### src/rtl/phy_pkg.sv
// Shared PHY definitions used by the word-to-byte serializer and its skid buffer.
//   PHY_WORD_W          width of a registered PHY word
//   PHY_BYTE_W          width of one line-side symbol
//   PHY_BYTES_PER_WORD  symbols per word
//   PHY_IDLE_SYM        symbol driven on idle cycles when IDLE_SYM_EN is defined
//   phy_state_t         serializer states (ST_IDLE, ST_SEND)
package phy_pkg;

  localparam int unsigned PHY_WORD_W         = 32;
  localparam int unsigned PHY_BYTE_W         = 8;
  localparam int unsigned PHY_BYTES_PER_WORD = PHY_WORD_W / PHY_BYTE_W;
  localparam logic [7:0]  PHY_IDLE_SYM       = 8'hBC;

  typedef enum logic {
    ST_IDLE = 1'b0,
    ST_SEND = 1'b1
  } phy_state_t;

  // Width of a counter that must hold 0..n-1; never narrower than 1 bit.
  function automatic int unsigned phy_cnt_w(input int unsigned n);
    return (n > 1) ? $clog2(n) : 1;
  endfunction

endpackage

### src/rtl/module_word_skid.sv
// One-entry skid buffer holding a single word.
// Ports:
//   clk       clock, rising edge
//   rst_n     asynchronous active-low reset (empties the buffer)
//   load      capture data_in, buffer becomes full
//   drain     release the held word, buffer becomes empty
//   data_in   word to capture
//   data_out  held word (valid while full)
//   full      1 = a word is held
module module_word_skid #(
  parameter int unsigned W = 32
) (
  input  logic         clk,
  input  logic         rst_n,
  input  logic         load,
  input  logic         drain,
  input  logic [W-1:0] data_in,
  output logic [W-1:0] data_out,
  output logic         full
);

  logic [W-1:0] word;
  logic         held;

  always_ff @(posedge clk or negedge rst_n) begin
    if (!rst_n) begin
      word <= '0;
      held <= 1'b0;
    end else begin
      if (load) begin
        word <= data_in;
      end
      // Upstream only loads while empty, so load and drain never coincide.
      held <= load | (held & ~drain);
    end
  end

  assign data_out = word;
  assign full     = held;

endmodule

### src/rtl/module_word_to_byte.sv
// Word-to-byte serializer for the PHY line side.
// Converts registered DATA_W-bit words into BYTE_W-bit symbols, one per clk_4f
// cycle, most significant byte first. A one-word skid buffer absorbs a word
// arriving while the previous one is still being sent, so one word every N
// cycles yields a gap-free byte stream.
// Configuration macro: IDLE_SYM_EN -- when defined, data_out carries IDLE_SYM
// on cycles with valid_out = 0 (reset value stays 0); otherwise it carries 0.
// Ports:
//   clk_4f     byte clock, rising edge
//   reset_L    asynchronous active-low reset
//   valid_in   data_in holds a word; held high until accepted
//   data_in    input word
//   ready_out  1 = skid buffer empty, a word may be accepted
//   valid_out  data_out carries a valid byte this cycle
//   data_out   current byte (registered)
module module_word_to_byte
  import phy_pkg::*;
#(
  parameter int unsigned       DATA_W   = PHY_WORD_W,
  parameter int unsigned       BYTE_W   = PHY_BYTE_W,
  parameter logic [BYTE_W-1:0] IDLE_SYM = BYTE_W'(PHY_IDLE_SYM)
) (
  input  logic              clk_4f,
  input  logic              reset_L,
  input  logic              valid_in,
  input  logic [DATA_W-1:0] data_in,
  output logic              ready_out,
  output logic              valid_out,
  output logic [BYTE_W-1:0] data_out
);

  localparam int unsigned       N        = DATA_W / BYTE_W;
  localparam int unsigned       CNT_W    = phy_cnt_w(N);
  localparam logic [CNT_W-1:0]  CNT_LAST = CNT_W'(N - 1);

`ifdef IDLE_SYM_EN
  localparam logic [BYTE_W-1:0] IDLE_VAL = IDLE_SYM;
`else
  localparam logic [BYTE_W-1:0] IDLE_VAL = '0;
`endif

  generate
    if ((DATA_W % BYTE_W) != 0 || N == 0 || $bits(IDLE_SYM) != BYTE_W) begin : g_bad_cfg
      $error("DATA_W must be a non-zero integer multiple of BYTE_W");
    end
  endgenerate

  phy_state_t        state, state_nxt;
  logic [CNT_W-1:0]  cnt, cnt_nxt;
  logic [DATA_W-1:0] shifter, shifter_nxt;
  logic [BYTE_W-1:0] data_q, data_nxt;
  logic              valid_q, valid_nxt;

  logic              accept;
  logic              skid_load;
  logic              skid_drain;
  logic              skid_full;
  logic [DATA_W-1:0] skid_data;

  assign ready_out = ~skid_full;
  assign accept    = valid_in & ready_out;

  module_word_skid #(
    .W (DATA_W)
  ) u_skid (
    .clk      (clk_4f),
    .rst_n    (reset_L),
    .load     (skid_load),
    .drain    (skid_drain),
    .data_in  (data_in),
    .data_out (skid_data),
    .full     (skid_full)
  );

  // The MSB byte of a freshly loaded word goes straight to data_out; the
  // shifter keeps the rest left-aligned so the next byte is always on top.
  always_comb begin
    state_nxt   = state;
    cnt_nxt     = cnt;
    shifter_nxt = shifter;
    data_nxt    = data_q;
    valid_nxt   = valid_q;
    skid_load   = 1'b0;
    skid_drain  = 1'b0;

    unique case (state)
      ST_IDLE: begin
        if (accept) begin
          state_nxt   = ST_SEND;
          cnt_nxt     = '0;
          data_nxt    = data_in[DATA_W-1 -: BYTE_W];
          shifter_nxt = data_in << BYTE_W;
          valid_nxt   = 1'b1;
        end else begin
          data_nxt  = IDLE_VAL;
          valid_nxt = 1'b0;
        end
      end

      ST_SEND: begin
        if (cnt == CNT_LAST) begin
          if (skid_full) begin
            skid_drain  = 1'b1;
            cnt_nxt     = '0;
            data_nxt    = skid_data[DATA_W-1 -: BYTE_W];
            shifter_nxt = skid_data << BYTE_W;
            valid_nxt   = 1'b1;
          end else if (accept) begin
            cnt_nxt     = '0;
            data_nxt    = data_in[DATA_W-1 -: BYTE_W];
            shifter_nxt = data_in << BYTE_W;
            valid_nxt   = 1'b1;
          end else begin
            state_nxt = ST_IDLE;
            cnt_nxt   = '0;
            data_nxt  = IDLE_VAL;
            valid_nxt = 1'b0;
          end
        end else begin
          cnt_nxt     = cnt + 1'b1;
          data_nxt    = shifter[DATA_W-1 -: BYTE_W];
          shifter_nxt = shifter << BYTE_W;
          valid_nxt   = 1'b1;
          // accept implies the skid is empty, so this never overwrites a word.
          skid_load   = accept;
        end
      end

      default: begin
        state_nxt = ST_IDLE;
      end
    endcase
  end

  always_ff @(posedge clk_4f or negedge reset_L) begin
    if (!reset_L) begin
      state   <= ST_IDLE;
      cnt     <= '0;
      shifter <= '0;
      data_q  <= '0;
      valid_q <= 1'b0;
    end else begin
      state   <= state_nxt;
      cnt     <= cnt_nxt;
      shifter <= shifter_nxt;
      data_q  <= data_nxt;
      valid_q <= valid_nxt;
    end
  end

  assign data_out  = data_q;
  assign valid_out = valid_q;

endmodule

### config.mk
export PLATFORM = sky130hd
export DESIGN_NAME = module_word_to_byte
export DESIGN_NICKNAME = d
export VERILOG_FILES = /design/src/rtl/phy_pkg.sv /design/src/rtl/module_word_skid.sv /design/src/rtl/module_word_to_byte.sv
export SDC_FILE = /design/constraint.sdc
export NUM_CORES = 1
export LEC_CHECK = 0
export ABC_CLOCK_PERIOD_IN_PS = 1800
export CAP_MARGIN = 10
export CORE_ASPECT_RATIO = 0.8
export CORE_MARGIN = 2
export CORE_UTILIZATION = 55
export CTS_BUF_LIST = sky130_fd_sc_hd__clkbuf_16
export DETAILED_ROUTE_END_ITERATION = 6
export PLACE_DENSITY = 0.9
export SLEW_MARGIN = 20
export SYNTH_ARGS = -nofsm -noshare
export SYNTH_HDL_FRONTEND = slang
export SYNTH_SLANG_ARGS = --single-unit
### constraint.sdc
create_clock -name clk_4f -period 1.8 [get_ports clk_4f]
set_input_delay 0.27 -clock clk_4f [delete_from_list [all_inputs] [get_ports clk_4f]]
set_output_delay 0.27 -clock clk_4f [all_outputs]
set_load 0.05 [all_outputs]
After elaboration in Yosys (flattened, before gate mapping)
Index checks and enable logic that the tools add are counted.

Add/sub/neg operators: 1. Eq/ne operators: 2. Mux-type cells: 20. Bitwise logic cells: 6.

Operator list (count): 2-to-1 mux 32 bit (3); case mux 32 bit (2 select lines) (1); 2-to-1 mux 8 bit (3); case mux 8 bit (2 select lines) (1); 2-to-1 mux 1 bit (8); 2-to-1 mux 2 bit (2); case mux 2 bit (2 select lines) (1); inverter 1 bit (3); adder 2 x 1 -> 2 bit (second input constant) (1); bitwise AND 1 bit (2); == test 2 bit (second input constant) (1); != test 2 bit (second input constant) (1); case mux 1 bit (2 select lines) (1); OR 1 bit (1).

Bits in registers: 76. Bits of input ports: 35.

Logic depth before layout (Yosys ltp)
Gate-level depths: netlist of the first run.

Depth in word-level cells: 6. Gate-level depth with buffers: 6. Gate-level depth less buffers: 4.

Hierarchy
Synthesis of the first run repeated with hierarchy kept, for this count alone.

Cell total of the unflattened synthesis: 283. Area total of the unflattened synthesis: 3789.9 um2.

By module, submodules not included: module_word_to_byte (times used 1, cells an instance 212, area each 2412.3 um2, sequential area each 1076.0 um2); module_word_skid (times used 1, cells an instance 71, area each 1377.6 um2, sequential area each 825.8 um2).

Least setup slack after synthesis of the first run
Ideal clock, no wire load.

Path kind: flip-flop to flip-flop. Start point: register valid_out (netlist name). End point: register u_skid.word[10] (netlist: u_skid.data_out[10]). Library setup time: 0.125 ns. Data arrival time: 1.750 ns. Required time: 1.675 ns. Path slack: -0.075 ns. Stages on the path, launching flop included: 6. Path buffers: 2. Period minus slack after synthesis: 1.875 ns. Cell sequence: dfrtp_1 -> buf_4 -> inv_2 -> nor3_4 -> buf_6 -> mux2_2.

RTL lines: end signal: assignment (line module_word_skid.sv:31) `word <= data_in;`; end: declaration (line module_word_skid.sv:22) `logic [W-1:0] word;`.

Worst setup path after layout of the first run
Start point: register data_q[6] (netlist: data_out[6]). End point: output port data_out[6].

RTL lines: start: declaration (line module_word_to_byte.sv:51) `logic [BYTE_W-1:0] data_q, data_nxt;`; start signal: assignment (line module_word_to_byte.sv:146) `data_q <= data_nxt;`; end: declaration (line module_word_to_byte.sv:29) `output logic [BYTE_W-1:0] data_out`.

No word-level cell between the ends.

==> impl_metrics.env, run 1 <==
export IMPL_status="finished clean"
export IMPL_wl_met3_um=356
export IMPL_synth_edf_count=0
export IMPL_p_leak_nw=1.97
export IMPL_p_per_area_nw_per_um2=1900
export IMPL_ys_top_cells_by_count="76 x dfrtp_1, 46 x mux2i_1, 32 x mux2_2"
export IMPL_worst_slew_pin_slew_ns=0.655
export IMPL_dr_pass1_iters=4
export IMPL_post_drt_wl_per_cell_um=19.7
export IMPL_worstSetupStartpointType="register"
export IMPL_timing_critical_path_cells="clkdlybuf4s50_1"
export IMPL_numPortBuffers=44
export IMPL_finalPower_mw=8.67
export IMPL_num_vias=2562
export IMPL_pre_cts_ws_ns=-0.114
export IMPL_slew_headroom=0.563
export IMPL_switchingPower_mw=3.21
export IMPL_netlist_instances=283
export IMPL_nNetsFinal=369
export IMPL_path_max_fanout=1
export IMPL_slew_violations=0
export IMPL_irDropWorstVdd_v=0.00110
export IMPL_finalSetupTns_ns=0
export IMPL_die_h_um=76.9
export IMPL_wl_met1_um=3680
export IMPL_postSynthAreaPerCell_um2=12.9
export IMPL_share_seq_of_total_power=0.355
export IMPL_drive_gt1_frac=0.246
export IMPL_synth_area_top_cells="dfrtp_1 52%, mux2i_1 13%, mux2_2 9.9%, a221oi_2 4.1%, o22ai_1 3.9%"
export IMPL_timing_final_ws_setup_ns=0.0706
export IMPL_overflow=0
export IMPL_hold_violations=0
export IMPL_grt_total_usage=0.246
export IMPL_async_flop_share=1.00
export IMPL_p_comb_frac=0.426
export IMPL_clock_path_buffers=2
export IMPL_maxCapViolations=0
export IMPL_swShare=0.370
export IMPL_coreArea_um2=6410
export IMPL_grt_pass1_vias=2824
export IMPL_synth_top_cell_by_area="dfrtp_1"
export IMPL_htree_levels=3
export IMPL_p_int_mw=5.46
export IMPL_ys_types=29
export IMPL_drt_total_wl_um=8280
export IMPL_clock_skew_ns=0.00589
export IMPL_wl_met2_um=4170
export IMPL_cp_slowest_cell="clkdlybuf4s50_1"
export IMPL_dp_hpwl_um=5470
export IMPL_num_fill_cells=461
export IMPL_highest_layer="met4"
export IMPL_path_buf_inv=1
export IMPL_clkSlewWorstSetupHoldPaths_ns=0.06
export IMPL_placed_area_um2=4230
export IMPL_areaGrowthSynthToFinish_pct=24.6
export IMPL_antenna_found_initial=0
export IMPL_clockPowerShare=0.219
export IMPL_via_per_inst=6.09
export IMPL_synth_most_common_cell="dfrtp_1"
export IMPL_cts_buffers_inserted=9
export IMPL_cts_tree="done"
export IMPL_insertion_delay_ns=0.33
export IMPL_grt_setup_unrepaired="false"
export IMPL_drcViolationCount=0
export IMPL_die_area_um2=7320
export IMPL_antenna_cells=0
export IMPL_grt_max_degree=40
export IMPL_synth_nets=320
export IMPL_hp_class="input port to async pin"
export IMPL_finalSetupViolations=0
export IMPL_crit_arrival_ns=1.46
export IMPL_synth_seq_cells=76
export IMPL_post_route_period_util=0.961
export IMPL_crit_required_ns=1.53
export IMPL_io_pins=45
export IMPL_period_needed_ns=1.73
export IMPL_synthFlopType="dfrtp_1"
export IMPL_yosysTopAreaCellShare=0.520
export IMPL_rows=26
export IMPL_cts_root_buffer="clkbuf_16"
export IMPL_cts_sinks=76
export IMPL_die_w_um=95.2
export IMPL_ant_nets=0
export IMPL_endpoint_kind="output port"
export IMPL_dr_first_iter_drc_count=229
export IMPL_place_gp_congestion=0.783
export IMPL_crit_family="buffers and inverters"
export IMPL_slowest_delay_ns=0.80
export IMPL_fin_area_um2=4550
export IMPL_grt_first_pass_wirelength_um=13900
export IMPL_ys_seq_area_frac=0.520
export IMPL_initial_core_util=0.570
export IMPL_critPathKind="register to output port"
export IMPL_yosys_warnings=0
export IMPL_synth_cell_area_um2=3660
export IMPL_max_freq_ghz=0.578
metrics by stage:
stage	hold slack (ns)	util	cells
2_1_floorplan	-0.0256	-	283
3_3_place_gp	0.273	0.660	404
3_5_place_dp	0.271	0.660	404
4_1_cts	0.461	0.711	421
5_1_grt	0.505	0.711	421
6_report	0.455	0.711	421
state kept, by name, indices dropped and copies added (netlist names):
name / flops
shifter: 32
u_skid.data_out: 32
data_out: 8
cnt: 2
u_skid.full: 1
valid_out: 1
metal layers:
layer / vias to the layer above / global-route usage
met5: - / 0
met4: 0 / 0.0739
met3: 9 / 0.0629
met2: 48 / 0.396
met1: 1322 / 0.328
li1: 1183 / -
what timing repair did:
action	4_1_cts	5_1_grt
hold buffers	1	0
endpoints found under the hold margin	37	0
setup buffers	0	0
endpoints found under the setup margin	0	0
gates resized for setup	0	0
cell type report:
type | count | area [um2] | area share
multi-input combinational | 181 | 1590 | 0.349
tap | 84 | 105 | 0.0231
clock buffer | 9 | 225 | 0.0495
timing repair buffer | 62 | 633 | 0.139
inverter | 2 | 7.51 | 0.00165
clock inverter | 7 | 91.3 | 0.0201
sequential | 76 | 1900 | 0.418
cell usage in the layout (no fill, tap or decap):
master / netlist / final
a21o_1: 1 / 1
a21oi_1: 10 / 10
a221oi_1: 13 / 13
a221oi_2: 10 / 10
a22oi_1: 8 / 8
a32oi_1: 1 / 1
and2_1: 9 / 9
buf_12: 0 / 5
buf_4: 2 / 15
bufinv_16: 0 / 2
clkbuf_16: 0 / 9
clkdlybuf4s50_1: 0 / 41
clkinv_1: 0 / 1
clkinv_2: 0 / 2
clkinv_4: 0 / 2
dfrtp_1: 76 / 75
dfrtp_2: 0 / 1
dlygate4sd3_1: 0 / 1
ha_1: 2 / 2
inv_1: 1 / 1
inv_2: 1 / 1
mux2_2: 32 / 32
mux2i_1: 46 / 46
nand2_1: 3 / 3
nand2b_1: 3 / 3
nand2b_4: 1 / 1
nand3_1: 2 / 2
nand3b_1: 1 / 1
nor2_1: 8 / 8
nor2b_2: 1 / 2
nor3_4: 1 / 1
o21a_1: 1 / 1
o21ai_0: 4 / 4
o22ai_1: 23 / 23
cells by family (layout without fill, tap and decap cells):
group	Yosys count	after routing	share of synthesized area
adders and majority gates	2	2	0.00684
and+or+nand+nor	30	30	0.0489
muxes	78	78	0.225
AOI/OAI and AO/OA	71	71	0.154
buffers and inverters	26	80	0.0459
DFF	76	76	0.520
final timing paths:
| kind | from | end | slack [ns] | cells past startpoint |
|---|---|---|---|---|
| hold reg to reg | shifter[6] | shifter[6] | 0.49 | 1 |
| min in group clk_4f | shifter[6] | shifter[6] | 0.49 | 1 |
| setup reg to reg | cnt[0] | u_skid.data_out[16] | 0.16 | 4 |
| hold / removal | reset_L | u_skid.data_out[23] | 0.45 | 2 |
| max in group asynchronous | reset_L | u_skid.data_out[24] | 0.78 | 3 |
| setup / recovery | data_out[6] | data_out[6] | 0.07 | 1 |
power groups by stage:
stage | combinational, mW | clock (mW) | sequential, mW
6_report | 3.70 | 1.90 | 3.08
2_1_floorplan | 2.45 | 0 | 3.22
3_5_place_dp | 3.67 | 0 | 3.07
5_1_grt | 4.01 | 2.00 | 3.16
3_3_place_gp | 3.53 | 0 | 3.03
4_1_cts | 3.70 | 1.92 | 3.06
(Power assumes the default switching activity.)
==> inputs of run 2 (changes only) <==
ABC_CLOCK_PERIOD_IN_PS = 1500   (was 1800)
CORE_UTILIZATION = 50   (was 55)
PLACE_DENSITY = 0.76   (was 0.9)
SKIP_LAST_GASP = 1   (was default)
clock period = 1.5 ns   (was 1.8 ns; I/O delays follow)
==> run 2 against run 1 <==
Effect of this change:
- the flow now finishes with violations (negative setup slack)
- power grew 26%
- wire length increased by 2.9%
- register-to-register slack worse by 0.20 ns
- count of clock-buffer cells in the layout did not move
- non-clock buffer count increased by 11
- sequential power up 19%
- core utilization is 2.9 points lower
- cell count is 3.3% higher
- hold slack got worse by 0.077 ns
- final area grew 4.7%
- critical endpoint is now u_skid.data_out[11]
==> impl_metrics.env, run 2 (synthesis results as in run 1) <==
export IMPL_die_h_um=80.5
export IMPL_ant_nets=0
export IMPL_regToRegStartpoint="u_skid.full"
export IMPL_p_leak_nw=2.08
export IMPL_antenna_cells=0
export IMPL_dr_first_iter_drc_count=174
export IMPL_cts_tree="done"
export IMPL_rr_worst_depth=5
export IMPL_drive_gt1_frac=0.316
export IMPL_slew_violations=0
export IMPL_max_freq_ghz=0.648
export IMPL_grt_first_pass_wirelength_um=14200
export IMPL_initial_core_util=0.523
export IMPL_die_w_um=99.6
export IMPL_place_gp_congestion=0.759
export IMPL_grt_pass1_vias=2783
export IMPL_post_route_util=0.682
export IMPL_areaGrowthSynthToFinish_pct=30.5
export IMPL_worstSetupStartpointType="register"
export IMPL_via_per_inst=6.07
export IMPL_path_max_fanout=6
export IMPL_violations="negative setup slack"
export IMPL_post_drt_wl_per_cell_um=19.6
export IMPL_rows=27
export IMPL_irDropWorstVdd_v=0.00122
export IMPL_cp_slowest_cell="dfrtp_1"
export IMPL_period_needed_ns=1.54
export IMPL_crit_arrival_ns=1.75
export IMPL_clock_skew_ns=0.00501
export IMPL_maxCapViolations=0
export IMPL_coreArea_um2=6990
export IMPL_hold_violations=0
export IMPL_htree_levels=3
export IMPL_critPathKind="register to register"
export IMPL_antenna_found_initial=0
export IMPL_clock_path_buffers=2
export IMPL_worst_slew_pin_slew_ns=0.416
export IMPL_timing_critical_path_cells="nand2b_4 > nor3_4 > buf_4 > clkbuf_16 > mux2_2"
export IMPL_clkSlewWorstSetupHoldPaths_ns=0.06
export IMPL_layout_commonest_cell="dfrtp_1"
export IMPL_slew_headroom=0.723
export IMPL_grt_setup_unrepaired="true"
export IMPL_grt_max_degree=36
export IMPL_cts_sinks=76
export IMPL_finalSetupViolations=32
export IMPL_num_vias=2640
export IMPL_drcViolationCount=0
export IMPL_crit_required_ns=1.71
export IMPL_p_per_area_nw_per_um2=2290
export IMPL_finalPower_mw=10.9
export IMPL_crit_path_end="u_skid.data_out[11]"
export IMPL_numPortBuffers=44
export IMPL_io_pins=45
export IMPL_overflow=0
export IMPL_drt_total_wl_um=8530
export IMPL_dp_hpwl_um=5460
export IMPL_cts_root_buffer="clkbuf_16"
export IMPL_dr_pass1_iters=4
export IMPL_timing_final_ws_setup_ns=-0.0444
export IMPL_die_area_um2=8020
export IMPL_grt_total_usage=0.231
export IMPL_post_route_period_util=1.03
export IMPL_hp_class="input port to async pin"
export IMPL_slowest_delay_ns=0.41
export IMPL_final_cell_mix="75 x dfrtp_1, 46 x mux2i_1, 32 x mux2_2, 32 x clkdlybuf4s50_1, 24 x buf_4"
export IMPL_insertion_delay_ns=0.33
export IMPL_endpoint_kind="register"
export IMPL_cts_buffers_inserted=9
export IMPL_nNetsFinal=380
export IMPL_r2r_end="u_skid.data_out[11]"
export IMPL_regToRegSetupSlack_ns=-0.04
export IMPL_worstSetupStartpoint="u_skid.full"
export IMPL_status="finished, violations left"
==> run 2: cell types whose count changed in the layout (fill, tap and decap cells not counted), moves of 2 or more <==
| cell | change |
|---|---|
| buf_6 | +4 |
| a221oi_1 | -3 |
| clkinvlp_4 | +3 |
| buf_12 | +4 |
| buf_4 | +9 |
| a221oi_2 | +3 |
| clkinv_4 | -2 |
| clkdlybuf4s50_1 | -9 |
| ha_1 | -2 |
==> run 2: layout make-up <==
cell class / count / area [um2]
clock inverters: 7 / 91.3
multi-input cells: 181 / 1640
well taps: 87 / 109
flip-flops and latches: 76 / 1900
clock buffers: 9 / 225
repair buffers: 73 / 788
fillers: 485 / 2220
inverters: 2 / 12.5
==> run 2: worst max-delay path: cells and delay by family, from the launching register on <==
kind | cells | cell delay (ns)
buffers and inverters | 2 | 0.31
DFF | 1 | 0.41
muxes | 1 | 0.33
and+or+nand+nor | 2 | 0.37
==> run 2: timing repair <==
item	in CTS	in global routing
resized for setup	3	18
pin swaps	1	1
hold endpoints to repair	28	0
hold buffers	1	0
buffers inserted	2	3
cloned	1	1
endpoints found under the setup margin	43	63
==> run 2: metrics by stage <==
step                hold WS [ns]  TNS [ns]  area [um2]  setup slack [ns]  std cells
floorplan                -0.0706     -3.19        3670            -0.111        283
global placement           0.187    -18.75        4310            -0.300        413
detailed placement         0.190    -20.78        4310            -0.346        413
CTS                        0.374     -1.45        4690           -0.0641        433
global route               0.421     -2.75        4770           -0.0969        435
finish                     0.378    -0.889        4770           -0.0444        435
==> run 2: power by group <==
group	internal [mW]	leakage, nW	switching (mW)	total (mW)
clock	1.45	0.145	0.815	2.26
sequential	3.02	0.915	0.645	3.66
combinational	2.43	1.02	2.55	4.98
==> run 2: per-layer routing <==
| layer | global-route usage | vias to the layer above | wire (um) |
|---|---|---|---|
| met1 | 0.311 | 1344 | 3860 |
| met5 | 0 | - | 0 |
| li1 | - | 1197 | - |
| met3 | 0.0522 | 11 | 447 |
| met2 | 0.379 | 88 | 4130 |
| met4 | 0.0603 | 0 | 95 |
==> run 2: how the worst min path moves through the flow <==
stage	startpoint	end	slack, ns	cells past startpoint
after global placement	reset_L	shifter[17]	0.19	1
after CTS	reset_L	u_skid.data_out[17]	0.37	2
after floorplan	reset_L	cnt[0]	-0.07	0
after detailed placement	reset_L	shifter[17]	0.19	1
after global routing	reset_L	u_skid.data_out[17]	0.42	2
final	reset_L	u_skid.data_out[11]	0.38	2
